$ cat config.mk
export PLATFORM = sky130hd
export DESIGN_NAME = fifo_wr_arbiter
export DESIGN_NICKNAME = d
export VERILOG_FILES = /design/src/rtl/fifo_wr_arbiter.sv
export SDC_FILE = /design/constraint.sdc
export NUM_CORES = 1
export LEC_CHECK = 0
export CORE_ASPECT_RATIO = 1.5
export CORE_UTILIZATION = 35
export CTS_BUF_LIST = sky130_fd_sc_hd__clkbuf_4
export CTS_CLUSTER_SIZE = 8
export DETAILED_ROUTE_END_ITERATION = 12
export PLACE_DENSITY = 0.67
export SYNTH_ARGS = -nofsm -noshare
export SYNTH_HDL_FRONTEND = slang
export SYNTH_SLANG_ARGS = --single-unit
export TNS_END_PERCENT = 1
$ cat constraint.sdc
create_clock -name clk -period 2.8 [get_ports clk]
set_input_delay 0.42 -clock clk [delete_from_list [all_inputs] [get_ports clk]]
set_output_delay 0.42 -clock clk [all_outputs]
set_load 0.03 [all_outputs]
$ cat src/rtl/fifo_wr_arbiter.sv
// -----------------------------------------------------------------------------
// fifo_wr_arbiter
//
// Round-robin write arbiter that shares a single synchronous FIFO write port
// among NUM_REQ producers. One producer owns the port at a time for a burst of
// up to BURST_MAX beats. A full FIFO stalls the burst without ending it. When
// the burst ends, the next owner is chosen in the same cycle, so back-to-back
// bursts have no idle bubble.
//
// Parameters
//   NUM_REQ    number of requesters (>= 2)
//   DATA_W     data width, equal to the FIFO data width
//   BURST_MAX  beats per grant before forced re-arbitration (>= 1)
//
// Ports
//   clk           in   rising-edge clock
//   reset_i       in   asynchronous, active-low reset
//   req_i         in   per-requester write request (level, held until granted)
//   data_i        in   packed producer data, slice k belongs to requester k
//   gnt_o         out  one-hot beat accept (combinational)
//   fifo_full_i   in   FIFO full flag
//   fifo_wr_en_o  out  FIFO write enable
//   fifo_data_o   out  FIFO write data
//   owner_o       out  current burst owner (meaningful while busy_o is high)
//   busy_o        out  a burst is in progress
// -----------------------------------------------------------------------------
module fifo_wr_arbiter #(
  parameter int NUM_REQ   = 4,
  parameter int DATA_W    = 3,
  parameter int BURST_MAX = 4
) (
  input  logic                       clk,
  input  logic                       reset_i,
  input  logic [NUM_REQ-1:0]         req_i,
  input  logic [NUM_REQ*DATA_W-1:0]  data_i,
  output logic [NUM_REQ-1:0]         gnt_o,
  input  logic                       fifo_full_i,
  output logic                       fifo_wr_en_o,
  output logic [DATA_W-1:0]          fifo_data_o,
  output logic [$clog2(NUM_REQ)-1:0] owner_o,
  output logic                       busy_o
);

  localparam int OW = $clog2(NUM_REQ);
  localparam int CW = $clog2(BURST_MAX) + 1;

  localparam logic [0:0] S_IDLE = 1'b0;
  localparam logic [0:0] S_BUSY = 1'b1;

  logic [0:0]    r_state;
  logic [OW-1:0] r_owner;
  logic [OW-1:0] r_last;
  logic [CW-1:0] r_beat_cnt;

  logic              w_busy;
  logic              w_beat;
  logic              w_end;
  logic              w_found;
  logic [OW-1:0]     w_win;
  logic [OW-1:0]     w_base;
  logic [DATA_W-1:0] w_slice [NUM_REQ];

  assign w_busy = (r_state == S_BUSY);

  // A beat needs the owner still requesting and room in the FIFO. A full FIFO
  // only stalls; it never counts as the end of a burst.
  assign w_beat = w_busy & req_i[r_owner] & ~fifo_full_i;
  assign w_end  = w_busy & ((w_beat & (r_beat_cnt == CW'(BURST_MAX - 1)))
                            | ~req_i[r_owner]);

  // Search starts after the last owner when idle and after the current owner
  // when a burst ends. The current owner is searched last, so a sole
  // requester wins again.
  assign w_base = w_busy ? r_owner : r_last;

  always_comb begin
    // NOTE: every combinational output gets a default before any conditional
    // assignment; otherwise a path that skips the assignment infers a latch.
    logic [OW-1:0] idx;
    w_found = 1'b0;
    w_win   = '0;
    idx     = '0;
    // Walk from the farthest candidate to the nearest so the nearest
    // requesting index is the one left in w_win.
    for (int k = NUM_REQ; k >= 1; k--) begin
      idx = OW'((int'(w_base) + k) % NUM_REQ);
      if (req_i[idx]) begin
        w_found = 1'b1;
        w_win   = idx;
      end
    end
  end

  always_comb begin
    for (int k = 0; k < NUM_REQ; k++) begin
      w_slice[k] = data_i[k*DATA_W +: DATA_W];
    end
  end

  always_comb begin
    gnt_o = '0;
    if (w_beat) begin
      gnt_o[r_owner] = 1'b1;
    end
  end

  assign fifo_wr_en_o = |gnt_o;
  assign fifo_data_o  = w_busy ? w_slice[r_owner] : '0;
  assign owner_o      = r_owner;
  assign busy_o       = w_busy;

  always_ff @(posedge clk or negedge reset_i) begin
    if (!reset_i) begin
      // Requester NUM_REQ-1 is marked as the last owner, so requester 0 has
      // top priority after reset. Any burst in flight is abandoned.
      r_state    <= S_IDLE;
      r_owner    <= '0;
      r_last     <= OW'(NUM_REQ - 1);
      r_beat_cnt <= '0;
    end else begin
      // NOTE: sequential state uses non-blocking assignments only, so every
      // register samples values from before the edge, whatever order the
      // statements appear in.
      case (r_state)
        S_IDLE: begin
          if (w_found) begin
            r_state    <= S_BUSY;
            r_owner    <= w_win;
            r_beat_cnt <= '0;
          end
        end
        default: begin
          if (w_end) begin
            r_last     <= r_owner;
            r_beat_cnt <= '0;
            if (w_found) begin
              r_owner <= w_win;
            end else begin
              r_state <= S_IDLE;
            end
          end else if (w_beat) begin
            r_beat_cnt <= r_beat_cnt + CW'(1);
          end
        end
      endcase
    end
  end

endmodule

==> flow_summary.toml <==
[outcome]
run_status = "completed"

[floorplan]
pin_count = 30
start_util = 0.3746
dieArea_sq_um = 2144
core_area_sq_um = 1831
num_rows = 19
die_width_um = 38.14
die_h_um = 56.21

[logic_synthesis]
yosysSeqAreaShare = 0.2956
yosysUniqueCellTypes = 31
syn-cell-area_sq_um = 685.7
yosys-top-cells-area = "dfrtp_1 (22%), dfstp_2 (7.7%), mux4_1 (7.7%)"
netlist_top_cells_count = "nor2_1 (7), dfrtp_1 (6)"
netlist.top_cell.by_area = "dfrtp_1"
synth-seq-cells = 8
synthesis.nets = 90
synth.most_common_cell = "nor2_1"
synthCells = 69
ys_async_sr_fraction = 1.000
syn_avg_cell_area_sq_um = 9.937
synth_edf_count = 0
yosys_warnings = 0
synth_ff_type = "dfrtp_1"
synth_top_cell_area_share = 0.2190

[pwr]
p_leak_uw = 0.0004324
pwr_density_cell_nw_per_um2 = 864.5
peakVddDrop_mv = 0.6920

[global_route]
grt_pass1_vias = 686
grt_max_degree = 15
grt_first_pass_wirelength_um = 2760
grt_overflow = 0
track_usage = 0.1737
antenna_found_initial = 0

[hold_path]
hp-class = "in2async"

[setup_path]
criticalPathCategory = "in2out"
crit_arrival_ns = 2.23
end_kind = "output port"
slowest_stage = "clkdlybuf4s50_1"
critPathBufInv = 2
slowest_delay_ns = 0.58
crit_cells = 4
r2r_cells = 4
crit_chain = "clkdlybuf4s50_1, mux4_2, and2_1, clkdlybuf4s50_1"
crit_family = "buffers and inverters"
crit_required_ns = 2.38
cp_common_cell = "clkdlybuf4s50_1"
cp-start-kind = "input port"
path_max_fanout = 6

[cts]
tritoncts = "yes"
max-clock-path-buffers = 2
cts_setup_buffers = 0
cts_num_sinks = 8
clk_latency_ns = 0.25
cts_buffers = 3
cts_root_buffer = "clkbuf_4"
htreeDepth = 1
postCtsHoldBufs = 0
clkSlewWorstSetupHoldPaths_ns = 0.06

[sta]
slew_headroom = 0.6198
fin_worst_skew_ns = 0.01284
final_hold_viol_count = 0
min_period_ns = 2.649
setup_violations = 0
rsz0062_at_grt = "no"
drv_slew = 0
tns_ns = 0
fin_crit_sh = 0.9462
worst_pin_slew_ns = 0.5651
timing.hold.ws_ns = 0.4389
max_freq_mhz = 377.4

[finish]
syn_to_final_growth_pct = 51.46
post-route-cell-area_sq_um = 1039
regArea_sq_um = 203.9
nFillCells = 168
final_util = 0.5673
drive_gt1_frac = 0.1980
antenna_cells = 0
final_nets = 123
multi_input_area_sq_um = 450.4

[drt]
drt_iter0_drc = 4
final_antenna_net_count = 0
drtPass1Iterations = 4
wl_um = 1705
vias_per_cell = 5.385
wl_per_cell_um = 13.98
drc = 0
vias = 657

[place]
portBuffers = 29
place_hpwl_um = 1343
gp_congestion = 0.7611
placed_area_sq_um = 1007

[run]
max-cap-violations = 0
stage by stage:
stage / worst slack [ns] / cells / total power (uW)
5_1_grt: 0.08674 / 122 / 962.3
3_5_place_dp: 0.1553 / 118 / 797.6
4_1_cts: 0.06575 / 122 / 906.2
3_3_place_gp: 0.1887 / 118 / 793.3
6_report: 0.1506 / 122 / 897.7
2_1_floorplan: 0.2717 / 69 / 613.5
flip-flops by register name (all words and copies together), names as in the netlist:
signal / flops
r_last: 2
owner_o: 2
r_beat_cnt: 3
busy_o: 1
final timing paths:
| kind | from | end | slack [ns] |
|---|---|---|---|
| min in group clk | r_beat_cnt[2] | r_beat_cnt[2] | 0.51 |
| max reg2reg | owner_o[0] | owner_o[1] | 1.03 |
| min reg2reg | r_beat_cnt[2] | r_beat_cnt[2] | 0.51 |
| max in group asynchronous | reset_i | r_last[0] | 2.04 |
| min | reset_i | r_beat_cnt[0] | 0.44 |
| max | req_i[1] | fifo_wr_en_o | 0.15 |
power breakdown:
group          total, uW  leakage [uW]  switching [uW]  internal [uW]
Combinational        535      0.000322             251            284
Sequential           260     0.0000922            85.8            175
Clock                102     0.0000184            38.1           64.1
cells in the final DEF, fill, tap and decap left out, types with 2 or more instances in the layout:
| cell | synthesis | routed |
|---|---|---|
| a21oi_1 | 3 | 3 |
| and2_1 | 4 | 4 |
| and4b_1 | 2 | 2 |
| buf_4 | 0 | 3 |
| clkbuf_4 | 0 | 4 |
| clkdlybuf4s50_1 | 0 | 29 |
| dfrtp_1 | 6 | 5 |
| dfstp_2 | 2 | 2 |
| ha_1 | 2 | 2 |
| inv_1 | 4 | 4 |
| mux2_2 | 4 | 4 |
| mux2i_1 | 3 | 3 |
| mux4_1 | 2 | 2 |
| mux4_2 | 2 | 2 |
| nand2_1 | 4 | 4 |
| nand2b_1 | 3 | 3 |
| nand3_1 | 2 | 2 |
| nor2_1 | 7 | 7 |
| nor3_1 | 2 | 2 |
routing by layer:
layer	global-route usage	vias to the layer above	share of wire
met5	0	-	0
met4	0.05102	0	0.0094
met3	0.03200	2	0.074
met2	0.3220	33	0.53
met1	0.1835	300	0.39
li1	-	322	-
area by class of cell:
| class | instances | area share |
|---|---|---|
| multi-input combinational | 53 | 0.4337 |
| tap | 21 | 0.02530 |
| clock buffer | 4 | 0.02892 |
| inverter | 4 | 0.01446 |
| timing repair buffer | 32 | 0.3012 |
| sequential | 8 | 0.1964 |
logic make-up (layout without fill, tap and decap cells):
kind of cell,Yosys count,in the layout,synth area share
simple gates,29,29,0.2427
fa+ha+maj,2,2,0.03649
compound gates,11,11,0.1259
buf+inv,8,40,0.04744
flops,8,8,0.2956
mux,11,11,0.2518
repair_timing:
item / CTS / global route
endpoints found under the hold margin: 0 / 0
setup endpoints to repair: 0 / 1
gates resized for setup: 0 / 1
Note: power is estimated with default switching activity, not from simulation.
